File: src/rtl/axi4lite_slave_regs.sv
// AXI4-Lite register bank: CTRL (self-clearing START), read-only STATUS, plain R/W words.
// Ports: AXI4-Lite slave (AW/W/B/AR/R), reg_out flat contents, wr_pulse, start_pulse, hw_status.
module axi4lite_slave_regs #(
  parameter int ADDR_WIDTH = 32,
  parameter int DATA_WIDTH = 32,
  parameter int NUM_REGS   = 16
) (
  input  logic                           clk,
  input  logic                           rst_n,
  input  logic [ADDR_WIDTH-1:0]          s_axi_awaddr,
  input  logic [2:0]                     s_axi_awprot,
  input  logic                           s_axi_awvalid,
  output logic                           s_axi_awready,
  input  logic [DATA_WIDTH-1:0]          s_axi_wdata,
  input  logic [DATA_WIDTH/8-1:0]        s_axi_wstrb,
  input  logic                           s_axi_wvalid,
  output logic                           s_axi_wready,
  output logic [1:0]                     s_axi_bresp,
  output logic                           s_axi_bvalid,
  input  logic                           s_axi_bready,
  input  logic [ADDR_WIDTH-1:0]          s_axi_araddr,
  input  logic [2:0]                     s_axi_arprot,
  input  logic                           s_axi_arvalid,
  output logic                           s_axi_arready,
  output logic [DATA_WIDTH-1:0]          s_axi_rdata,
  output logic [1:0]                     s_axi_rresp,
  output logic                           s_axi_rvalid,
  input  logic                           s_axi_rready,
  output logic [NUM_REGS*DATA_WIDTH-1:0] reg_out,
  output logic [NUM_REGS-1:0]            wr_pulse,
  output logic                           start_pulse,
  input  logic [DATA_WIDTH-1:0]          hw_status
);

  localparam int IW = $clog2(NUM_REGS);
  localparam int SW = DATA_WIDTH / 8;
  localparam int HW = ADDR_WIDTH - 2;
  localparam logic [IW-1:0] CTRL_IDX = '0;
  localparam logic [IW-1:0] STAT_IDX = IW'(1);
  localparam logic [1:0] OKAY   = 2'b00;
  localparam logic [1:0] SLVERR = 2'b10;

  logic                  aw_held_q, aw_held_d;
  logic [HW-1:0]         aw_addr_q, aw_addr_d;
  logic                  w_held_q, w_held_d;
  logic [DATA_WIDTH-1:0] w_data_q, w_data_d;
  logic [SW-1:0]         w_strb_q, w_strb_d;
  logic                  bvalid_q, bvalid_d;
  logic [1:0]            bresp_q, bresp_d;
  logic                  rvalid_q, rvalid_d;
  logic [1:0]            rresp_q, rresp_d;
  logic [DATA_WIDTH-1:0] rdata_q, rdata_d;
  logic [NUM_REGS-1:0][DATA_WIDTH-1:0] regs_q, regs_d;
  logic [NUM_REGS-1:0]   wr_pulse_q, wr_pulse_d;
  logic                  start_q, start_d;

  logic          aw_hs, w_hs, ar_hs, commit;
  logic [IW-1:0] w_idx, r_idx;
  logic          w_oor, r_oor, w_hit;
  logic          unused_ok;

  assign s_axi_awready = !aw_held_q;
  assign s_axi_wready  = !w_held_q;
  assign s_axi_arready = !rvalid_q;
  assign s_axi_bvalid  = bvalid_q;
  assign s_axi_bresp   = bresp_q;
  assign s_axi_rvalid  = rvalid_q;
  assign s_axi_rresp   = rresp_q;
  assign s_axi_rdata   = rdata_q;
  assign reg_out       = regs_q;
  assign wr_pulse      = wr_pulse_q;
  assign start_pulse   = start_q;

  assign aw_hs  = s_axi_awvalid && !aw_held_q;
  assign w_hs   = s_axi_wvalid && !w_held_q;
  assign ar_hs  = s_axi_arvalid && !rvalid_q;
  assign commit = aw_held_q && w_held_q && !bvalid_q;

  // Held address is stored as a word address; upper bits flag out-of-range.
  assign w_idx = aw_addr_q[IW-1:0];
  assign w_oor = |aw_addr_q[HW-1:IW];
  assign w_hit = commit && !w_oor && (w_idx != STAT_IDX);
  assign r_idx = s_axi_araddr[IW+1:2];
  assign r_oor = |s_axi_araddr[ADDR_WIDTH-1:IW+2];

  assign unused_ok = ^{s_axi_awprot, s_axi_arprot,
                       s_axi_awaddr[1:0], s_axi_araddr[1:0]};

  always_comb begin
    aw_held_d = aw_held_q;
    aw_addr_d = aw_addr_q;
    w_held_d  = w_held_q;
    w_data_d  = w_data_q;
    w_strb_d  = w_strb_q;
    if (commit) begin
      aw_held_d = 1'b0;
      w_held_d  = 1'b0;
    end
    if (aw_hs) begin
      aw_held_d = 1'b1;
      aw_addr_d = s_axi_awaddr[ADDR_WIDTH-1:2];
    end
    if (w_hs) begin
      w_held_d = 1'b1;
      w_data_d = s_axi_wdata;
      w_strb_d = s_axi_wstrb;
    end
  end

  always_comb begin
    regs_d     = regs_q;
    wr_pulse_d = '0;
    start_d    = 1'b0;
    bvalid_d   = bvalid_q;
    bresp_d    = bresp_q;
    if (s_axi_bready) bvalid_d = 1'b0;
    if (commit) begin
      bvalid_d = 1'b1;
      bresp_d  = w_oor ? SLVERR : OKAY;
    end
    if (w_hit) begin
      for (int b = 0; b < SW; b++) begin
        if (w_strb_q[b]) regs_d[w_idx][8*b +: 8] = w_data_q[8*b +: 8];
      end
      wr_pulse_d[w_idx] = 1'b1;
      start_d = (w_idx == CTRL_IDX) && w_strb_q[0] && w_data_q[0];
    end
    // START is never stored, so CTRL bit 0 always reads back 0.
    regs_d[CTRL_IDX][0] = 1'b0;
  end

  always_comb begin
    rvalid_d = rvalid_q;
    rdata_d  = rdata_q;
    rresp_d  = rresp_q;
    if (s_axi_rready) rvalid_d = 1'b0;
    if (ar_hs) begin
      rvalid_d = 1'b1;
      rresp_d  = OKAY;
      rdata_d  = regs_q[r_idx];
      if (r_oor) begin
        rdata_d = '0;
        rresp_d = SLVERR;
      end else if (r_idx == STAT_IDX) begin
        rdata_d = hw_status;
      end
    end
  end

  always_ff @(posedge clk or negedge rst_n) begin
    if (!rst_n) begin
      aw_held_q  <= 1'b0;
      aw_addr_q  <= '0;
      w_held_q   <= 1'b0;
      w_data_q   <= '0;
      w_strb_q   <= '0;
      bvalid_q   <= 1'b0;
      bresp_q    <= OKAY;
      rvalid_q   <= 1'b0;
      rresp_q    <= OKAY;
      rdata_q    <= '0;
      regs_q     <= '0;
      wr_pulse_q <= '0;
      start_q    <= 1'b0;
    end else begin
      aw_held_q  <= aw_held_d;
      aw_addr_q  <= aw_addr_d;
      w_held_q   <= w_held_d;
      w_data_q   <= w_data_d;
      w_strb_q   <= w_strb_d;
      bvalid_q   <= bvalid_d;
      bresp_q    <= bresp_d;
      rvalid_q   <= rvalid_d;
      rresp_q    <= rresp_d;
      rdata_q    <= rdata_d;
      regs_q     <= regs_d;
      wr_pulse_q <= wr_pulse_d;
      start_q    <= start_d;
    end
  end

endmodule

File: config.mk
export PLATFORM = sky130hd
export DESIGN_NAME = axi4lite_slave_regs
export DESIGN_NICKNAME = d
export VERILOG_FILES = /design/src/rtl/axi4lite_slave_regs.sv
export SDC_FILE = /design/constraint.sdc
export NUM_CORES = 1
export LEC_CHECK = 0
export BUFFER_PORTS_ARGS = -buffer_cell sky130_fd_sc_hd__buf_2
export CORE_MARGIN = 3
export CORE_UTILIZATION = 25
export DETAILED_ROUTE_END_ITERATION = 10
export GPL_ROUTABILITY_DRIVEN = 0
export PLACE_DENSITY = 0.52
export SLEW_MARGIN = 20
export SYNTH_ARGS = -nofsm -noshare
export SYNTH_HDL_FRONTEND = slang
export SYNTH_SLANG_ARGS = --single-unit
File: constraint.sdc
create_clock -name clk -period 5.4 [get_ports clk]
set_input_delay 1.08 -clock clk [delete_from_list [all_inputs] [get_ports clk]]
set_output_delay 1.08 -clock clk [all_outputs]
set_load 0.05 [all_outputs]
# [Word level (Yosys, flattened, before mapping)]
# Index checks and enable logic that the tools add are counted.
[classes] order_cmp=3 eq_ne=2 n_mux=36 n_reduce_logical=22
[ops] operator="$mux W512" n=7
[ops] operator="$bwmux W512" n=4
[ops] operator="$demux W32 S4" n=4
[ops] operator="$bmux W32 S4" n=1
[ops] operator="$mux W32" n=4
[ops] operator="$reduce_or A26 Y1" n=2
[ops] operator="$mux W16" n=2
[ops] operator="$mux W24" n=1
[ops] operator="$logic_and A1 B1 Y1" n=10
[ops] operator="$lt A4 B5 Y1 const B" n=2
[ops] operator="$mux W1" n=9
[ops] operator="$mux W8" n=1
[ops] operator="$reduce_bool A2 Y1" n=4
[ops] operator="$logic_not A1 Y1" n=5
[ops] operator="$demux W1 S4" n=1
[ops] operator="$eq A4 B1 Y1 const B" n=1
[ops] operator="$ge A4 B1 Y1 const B" n=1
[ops] operator="$logic_not A4 Y1" n=1
[ops] operator="$mux W2" n=2
[ops] operator="$ne A4 B1 Y1 const B" n=1
[totals] register_bits=634 in_bits=145 output_inout_bits=570

# [Depth between registers and ports, before layout]
# Gate-level depths: netlist of run 1.
[logic_depth] word_depth=15 mapped_depth=7

# [Worst setup path after synthesis of run 1]
# OpenSTA, ideal clock, no wires.
[synth_path] path_kind="input-to-reg" start="input s_axi_araddr[3]" end="register rdata_q[21] (netlist: s_axi_rdata[21])" t_arrival_ps=2537 required_time_ps=5274 path_slack_ps=2737 path_stages=6 path_cell_list="clkbuf_1 > buf_1 > mux2i_1 > a22oi_1 > a221o_1 > o311a_1"
[synth_between] elab_chain_len=4 word_cells_on_any_way=5 classes_between="1 x eq/ne; 4 x mux"
[synth_lines] element="from (decl)" line="21" rtl="input logic [ADDR_WIDTH-1:0] s_axi_araddr,"
[synth_lines] element="$bmux W32 S4" line="140" rtl="rdata_d = regs_q[r_idx];"
[synth_lines] element="$mux W32 (not written as such)" line="140"
[synth_lines] element="$mux W32 (*)" line="144" rtl="end else if (r_idx == STAT_IDX) begin"
[synth_lines] element="$mux W32 (*)" line="141" rtl="if (r_oor) begin"
[synth_lines] element="to (signal assigned)" line="175" rtl="rdata_q <= rdata_d;"
[synth_lines] element="to (decl)" line="52" rtl="logic [DATA_WIDTH-1:0] rdata_q, rdata_d;"
# Mark *: on every way between the ends. The rest lies on a longest branch, timed or not. The select of a mux whose other input is x is not followed.
# A chain may end at the register's enable or synchronous reset.

# [Worst setup path after layout of run 1]
[layout_path] start="register aw_addr_q[27]" end="register regs_q (netlist bit reg_out[420])"
[layout_between] elab_chain_len=4
[layout_lines] element="from (decl)" line="44" rtl="logic [HW-1:0] aw_addr_q, aw_addr_d;"
[layout_lines] element="from (signal assigned)" line="167" rtl="aw_addr_q <= aw_addr_d;"
[layout_lines] element="$reduce_or A26 Y1" line="81" rtl="assign w_oor = |aw_addr_q[HW-1:IW];"
[layout_lines] element="$logic_not A1 Y1" line="82" rtl="assign w_hit = commit && !w_oor && (w_idx != STAT_IDX);"
[layout_lines] element="$logic_and A1 B1 Y1 (2 in series)" line="82"
[layout_lines] element="to (signal assigned)" line="176" rtl="regs_q <= regs_d;"
[layout_lines] element="to (decl)" line="53" rtl="logic [NUM_REGS-1:0][DATA_WIDTH-1:0] regs_q, regs_d;"
# No other way between the ends.

==> results of run 1 <==
[metal layers]
metal,vias to the layer above,share of wire,track usage,wire length [microns]
li1,9084,-,-,-
met3,203,0.078,0.0630,9890
met1,11000,0.42,0.262,53200
met5,-,0.00052,0,66
met2,831,0.47,0.335,59200
met4,12,0.034,0.0637,4310
[synthesized netlist by cell type (all sizes together), types with 2 or more instances]
cell	n
a21oi	2
a221o	31
a22oi	31
a2bb2oi	31
and2	2
buf	84
clkbuf	88
dfrtp	632
inv	9
mux2	573
mux2i	187
nand2	78
nand2b	3
nand3	39
nand4	4
nor2	89
nor2b	8
nor4	73
o21ai	6
o22ai	31
o311a	31
o31ai	31
or2	2
[layout make-up]
| cell class | instances | area (sq um) | area share |
|---|---|---|---|
| flip-flops and latches | 632 | 15800 | 0.426 |
| multi-input cells | 1271 | 12400 | 0.335 |
| repair buffers | 768 | 4160 | 0.112 |
| clock buffers | 109 | 2280 | 0.0615 |
| well taps | 1512 | 1890 | 0.0509 |
| clock inverters | 31 | 498 | 0.0134 |
| inverters | 9 | 33.8 | 0.000910 |
| diodes | 5 | 12.5 | 0.000337 |
[registers in the layout, summed over array words and instances, names as in the netlist]
register / cells
s_axi_bvalid: 1
aw_addr_q: 30
w_data_q: 32
s_axi_rvalid: 1
reg_out: 511
s_axi_rdata: 32
s_axi_rresp: 1
wr_pulse: 16
w_strb_q: 4
s_axi_bresp: 1
aw_held_q: 1
w_held_q: 1
start_pulse: 1
[final timing paths]
kind                                from           end  slack, ns  cells after the start
max reg2reg                aw_addr_q[27]  reg_out[420]       2.25                      6
min                          reg_out[53]   reg_out[53]       0.37                      0
max                        aw_addr_q[27]  reg_out[420]       2.25                      6
min in group asynchronous          rst_n   reg_out[41]       0.53                      1
min reg2reg                  reg_out[53]   reg_out[53]       0.37                      0
max in group asynchronous          rst_n    reg_out[9]       3.59                      2
[through the flow]
step | total power, uW | cells | cell area [sq um] | setup WS [ns] | utilization
2_1_floorplan | 6390 | 2084 | 29000 | 2.74 | -
4_1_cts | 13000 | 4331 | 37100 | 2.17 | 0.324
3_3_place_gp | 7160 | 4188 | 34300 | 1.78 | 0.299
3_5_place_dp | 7170 | 4191 | 34300 | 1.76 | 0.299
5_1_grt | 13300 | 4332 | 37100 | 2.21 | 0.324
6_report | 12800 | 4337 | 37100 | 2.25 | 0.324
[worst max-delay path: cells and delay by family (launching register included)]
family | cells | cell delay (ns)
and+or+nand+nor | 3 | 1.55
buffers and inverters | 2 | 0.56
DFF | 1 | 0.38
muxes | 1 | 0.34
[logic make-up after synthesis]
kind of cell | count (synthesis) | synth area share
multiplexers | 761 | 0.288
other | 1 | 0.000129
AO/OA/AOI/OAI | 201 | 0.0569
buffers and inverters | 181 | 0.0279
AND/OR/NAND/NOR | 305 | 0.0814
flip-flops | 632 | 0.546
[power by group through the flow]
stage	clock, uW	sequential, uW	combinational, uW
floorplan	0	5300	1080
detailed placement	0	5790	1380
CTS	5870	5700	1380
global route	6050	5790	1450
finish	5700	5720	1350
global placement	0	5790	1370
==> flow_summary.ini, run 1 <==
[run_status]
result_of_the_run = complete, no violations

[finish]
layout.cells.most_common = sky130_fd_sc_hd__buf_2
layout.nets = 2905
area_growth_synth_to_finish_pct = 28.1
num-fill-cells = 11600
final_layout_size_suffix_gt1_frac = 0.549
mostFrequentLayoutCells = sky130_fd_sc_hd__buf_2, sky130_fd_sc_hd__dfrtp_1, sky130_fd_sc_hd__mux2_2, sky130_fd_sc_hd__mux2i_1, sky130_fd_sc_hd__nor2_1

[placed_design]
place.port_buffers = 701
detailed_place_hpwl_microns = 90000

[routing]
drt_first_iter_violations = 1446
overall_via_count_from_detail_route = 21100
vias_per_cell = 4.87
wirelength_microns = 127000
postRouteAntennaNets = 0
drt-pass1-iter-count = 5
drcViolationCount = 0
wl_per_cell_microns = 29.2

[cts]
htree_num_levels = 3
number_of_gates_given_a_new_drive_strength_after_cts = 0
cts_post_setup_buffers_inserted = 0
clk_transition_reported_paths_ns = 0.06
clockRootBuffer = sky130_fd_sc_hd__clkbuf_16
ctsLongestPathBuffers = 3
worstSkewPairLatency_ns = 0.64
cts_hold_buf = 0
cts_made_buffers = 78
tritoncts = yes
cts.sink_count = 632

[hold_path]
type_of_the_tightest_min_delay_check = reg -> reg

[synth]
synth.cell_area_sq_um = 29000
asyncSetResetFlopFracSynth = 1.00
synthTopCellsByArea = sky130_fd_sc_hd__dfrtp_1, sky130_fd_sc_hd__mux2_2, sky130_fd_sc_hd__mux2i_1
yosysTopAreaCellShare = 0.546
seq_area_frac_synth = 0.546
synth_edf_count = 0
synth.largest_area_cell = sky130_fd_sc_hd__dfrtp_1
synthCells = 2081
ffs_latches_synth = 632
syn_area_per_cell_sq_um = 13.9
yosys_most_used_dff = sky130_fd_sc_hd__dfrtp_1
synthesis.yosys.warnings = 0
synth_cell_types = 44

[floorplan]
die_y_microns = 346
design.portCount = 715
chipWidth_microns = 346
floorplan.rows = 124
initial_utilization = 0.253
coreArea_sq_um = 115000
die_area_sq_um = 120000

[pwr]
power.share.switching = 0.299
pwr-share-comb = 0.106
share_seq_of_total_power = 0.448
netSwitchingPower_uw = 3810
internal_power_uw = 8950
cellLeakagePower_uw = 0.0197
ir_worst_vdd_uv = 350
cellPowerDensity_nw_per_um2 = 344
clock_power_share = 0.446

[timing]
slew_headroom = 0.214
finalHoldViolations = 0
grt_setup_unrepaired = no
hold_slack_ns = 0.370
tns_ns = 0
min_period_ns = 3.15
slew_viol_final = 0
max_slew.worst_pin.slew_ns = 1.17
finalCritPeriodShare = 0.583
fmaxAchievable_mhz = 318
finalSetupViolCount = 0
clock_skew_ns = 0.0231

[worst_setup_path]
worstPathMaxFanout = 62
endpoint_kind = flip-flop
critical-path-slowest-cell = sky130_fd_sc_hd__nor4_4
critPathLaunchType = flip-flop
critical-path-max-stage-delay_ns = 0.90
critical_path.cell_chain = nor4_1 > nand4_1 > buf_12 > nor4_4 > buf_4 > mux2_2
required_ns = 5.91
timing_worst_setup_path_type = reg -> reg
worst-endpoint-arrival_ns = 3.66

[global_route]
groute.usage.overall = 0.206
grt_max_degree = 106
antenna_violations_before_repair = 13
grt_pass1_vias = 22000
grt_overflow = 0
grt_pass1_wl_microns = 176000

[job]
max_cap_viol_count = 0
Power figures use the tool's default switching activity.
==> run 2, diff against run 1 <==
--- a/config.mk
+++ b/config.mk
@@ -10,7 +10,7 @@
 export CORE_UTILIZATION = 25
 export DETAILED_ROUTE_END_ITERATION = 10
 export GPL_ROUTABILITY_DRIVEN = 0
-export PLACE_DENSITY = 0.52
+export PLACE_DENSITY = 0.53
 export SLEW_MARGIN = 20
 export SYNTH_ARGS = -nofsm -noshare
 export SYNTH_HDL_FRONTEND = slang
==> constraint.sdc (replaced) <==
create_clock -name clk -period 2.6 [get_ports clk]
set_input_delay 0.52 -clock clk [delete_from_list [all_inputs] [get_ports clk]]
set_output_delay 0.52 -clock clk [all_outputs]
set_load 0.05 [all_outputs]
==> flow_summary.ini, run 2 (same netlist as run 1, synthesis figures left out) <==
[global_route]
grt_pass1_vias = 22500
grt_pass1_wl_microns = 177000
groute.usage.overall = 0.206
grt_overflow = 0
grt_max_degree = 73
antenna_violations_before_repair = 10

[hold_path]
min_from = s_axi_wstrb[1]
capture_endpoint_of_the_worst_hold_path = w_strb_q[1]
type_of_the_tightest_min_delay_check = in -> reg
timing.hold.worst_path_depth = 3

[routing]
vias_per_cell = 4.84
drcViolationCount = 0
postRouteAntennaNets = 0
drt_first_iter_violations = 1337
drt-pass1-iter-count = 5
overall_via_count_from_detail_route = 21500
wl_per_cell_microns = 28.5
wirelength_microns = 127000

[worst_setup_path]
timing_worst_setup_path_type = reg -> reg
worst-endpoint-arrival_ns = 3.01
endpoint_kind = flip-flop
required_ns = 3.12
critPathLaunchType = flip-flop
worstPathMaxFanout = 13
worst_r2r_path_depth = 8
reg2reg_from = aw_addr_q[12]
reg2reg_slack_ns = 0.12
rr_endpoint = reg_out[341]

[job]
max_cap_viol_count = 0

[cts]
cts.sink_count = 632
clockRootBuffer = sky130_fd_sc_hd__clkbuf_16
worstSkewPairLatency_ns = 0.66
htree_num_levels = 3
tritoncts = yes
ctsLongestPathBuffers = 3
cts_made_buffers = 78
clk_transition_reported_paths_ns = 0.06

[floorplan]
coreArea_sq_um = 115000
initial_utilization = 0.253
design.portCount = 715
die_area_sq_um = 120000
die_y_microns = 346
chipWidth_microns = 346
floorplan.rows = 124

[timing]
slew_headroom = 0.498
fmaxAchievable_mhz = 402
tns_ns = 0
max_slew.worst_pin.slew_ns = 0.752
clock_skew_ns = 0.0254
grt_setup_unrepaired = no
finalCritPeriodShare = 0.956
finalSetupViolCount = 0
hold_slack_ns = 0.0812
slew_viol_final = 0
finalHoldViolations = 0
min_period_ns = 2.48

[finish]
layout.nets = 3019
layout.cells.most_common = sky130_fd_sc_hd__buf_2
final_layout_size_suffix_gt1_frac = 0.564
mostFrequentLayoutCells = sky130_fd_sc_hd__buf_2, sky130_fd_sc_hd__dfrtp_1, sky130_fd_sc_hd__mux2_2, sky130_fd_sc_hd__mux2i_1, sky130_fd_sc_hd__buf_4
number_of_flip_flops_under_the_largest_register_name = 511
finish.instance_area_sq_um = 38800
area_growth_synth_to_finish_pct = 34.0
final_std_cells_w_o_fill = 4453
postLayoutCoreUtil = 0.339

[pwr]
netSwitchingPower_uw = 8050
ir_worst_vdd_uv = 1050
cellPowerDensity_nw_per_um2 = 674
cellLeakagePower_uw = 0.0205
internal_power_uw = 18100
share_seq_of_total_power = 0.456
power.share.switching = 0.307
clock_power_share = 0.430
pwr-share-comb = 0.114

[placed_design]
detailed_place_hpwl_microns = 91900
place.detailed.instances = 4304
place.port_buffers = 701
detailed_place.area_sq_um = 36200

[run_status]
result_of_the_run = complete, no violations
==> run 2: per-layer routing <==
metal | global-route usage | vias to the layer above | part of all wire
li1 | - | 9320 | -
met1 | 0.261 | 11200 | 0.42
met2 | 0.337 | 810 | 0.47
met3 | 0.0565 | 204 | 0.073
met4 | 0.0706 | 4 | 0.033
met5 | 0 | - | 0.00021
==> run 2: worst max path at each step <==
stage	from	end	slack [ns]	cells past startpoint
after global placement	aw_addr_q[27]	reg_out[245]	0.14	7
after global routing	aw_addr_q[12]	reg_out[341]	0.006	8
after floorplan	s_axi_bvalid	reg_out[64]	0.26	6
after CTS	aw_addr_q[12]	reg_out[341]	0.1	8
final	aw_addr_q[12]	reg_out[341]	0.12	8
after detailed placement	aw_addr_q[12]	reg_out[124]	0.11	8
==> run 2: through the flow <==
step                      power [uW]  worst slack (ns)
final                          26200             0.115
after global routing           27300           0.00569
after CTS                      26600            0.0986
after detailed placement       15100             0.105
after global placement         15100             0.140
after floorplan                13300             0.257
==> run 2: power groups by stage <==
stage / clock network, uW / registers, uW / logic [uW]
after floorplan: 0 / 11000 / 2250
after global placement: 0 / 12000 / 3040
after detailed placement: 0 / 12100 / 3060
after CTS: 11600 / 11900 / 3070
after global routing: 12000 / 12100 / 3240
final: 11300 / 11900 / 3000
==> run 2: worst max-delay path: stages (launching register included) <==
cell,delay (ns)
sky130_fd_sc_hd__dfrtp_1,0.37
sky130_fd_sc_hd__nor4_1,0.39
sky130_fd_sc_hd__buf_4,0.20
sky130_fd_sc_hd__nand4_1,0.14
sky130_fd_sc_hd__buf_12,0.21
sky130_fd_sc_hd__buf_4,0.18
sky130_fd_sc_hd__nor4_4,0.26
sky130_fd_sc_hd__buf_4,0.25
sky130_fd_sc_hd__mux2_2,0.34
==> run 2: final cells by class <==
class                           count  area (sq um)
Antenna cell                        4          10.0
Clock buffer                      110          2200
Clock inverter                     33           435
Fill cell                       11500         75800
Inverter                            9          33.8
Multi-Input combinational cell   1271         12500
Sequential cell                   632         15800
Tap cell                         1512          1890
Timing Repair Buffer              882          6000
==> run 2: timing repair <==
item | in CTS | in global routing
hold endpoints to repair | 36 | 0
gates resized for setup | 0 | 2
buffers inserted | 0 | 0
hold buffers | 2 | 0
endpoints found under the setup margin | 0 | 58
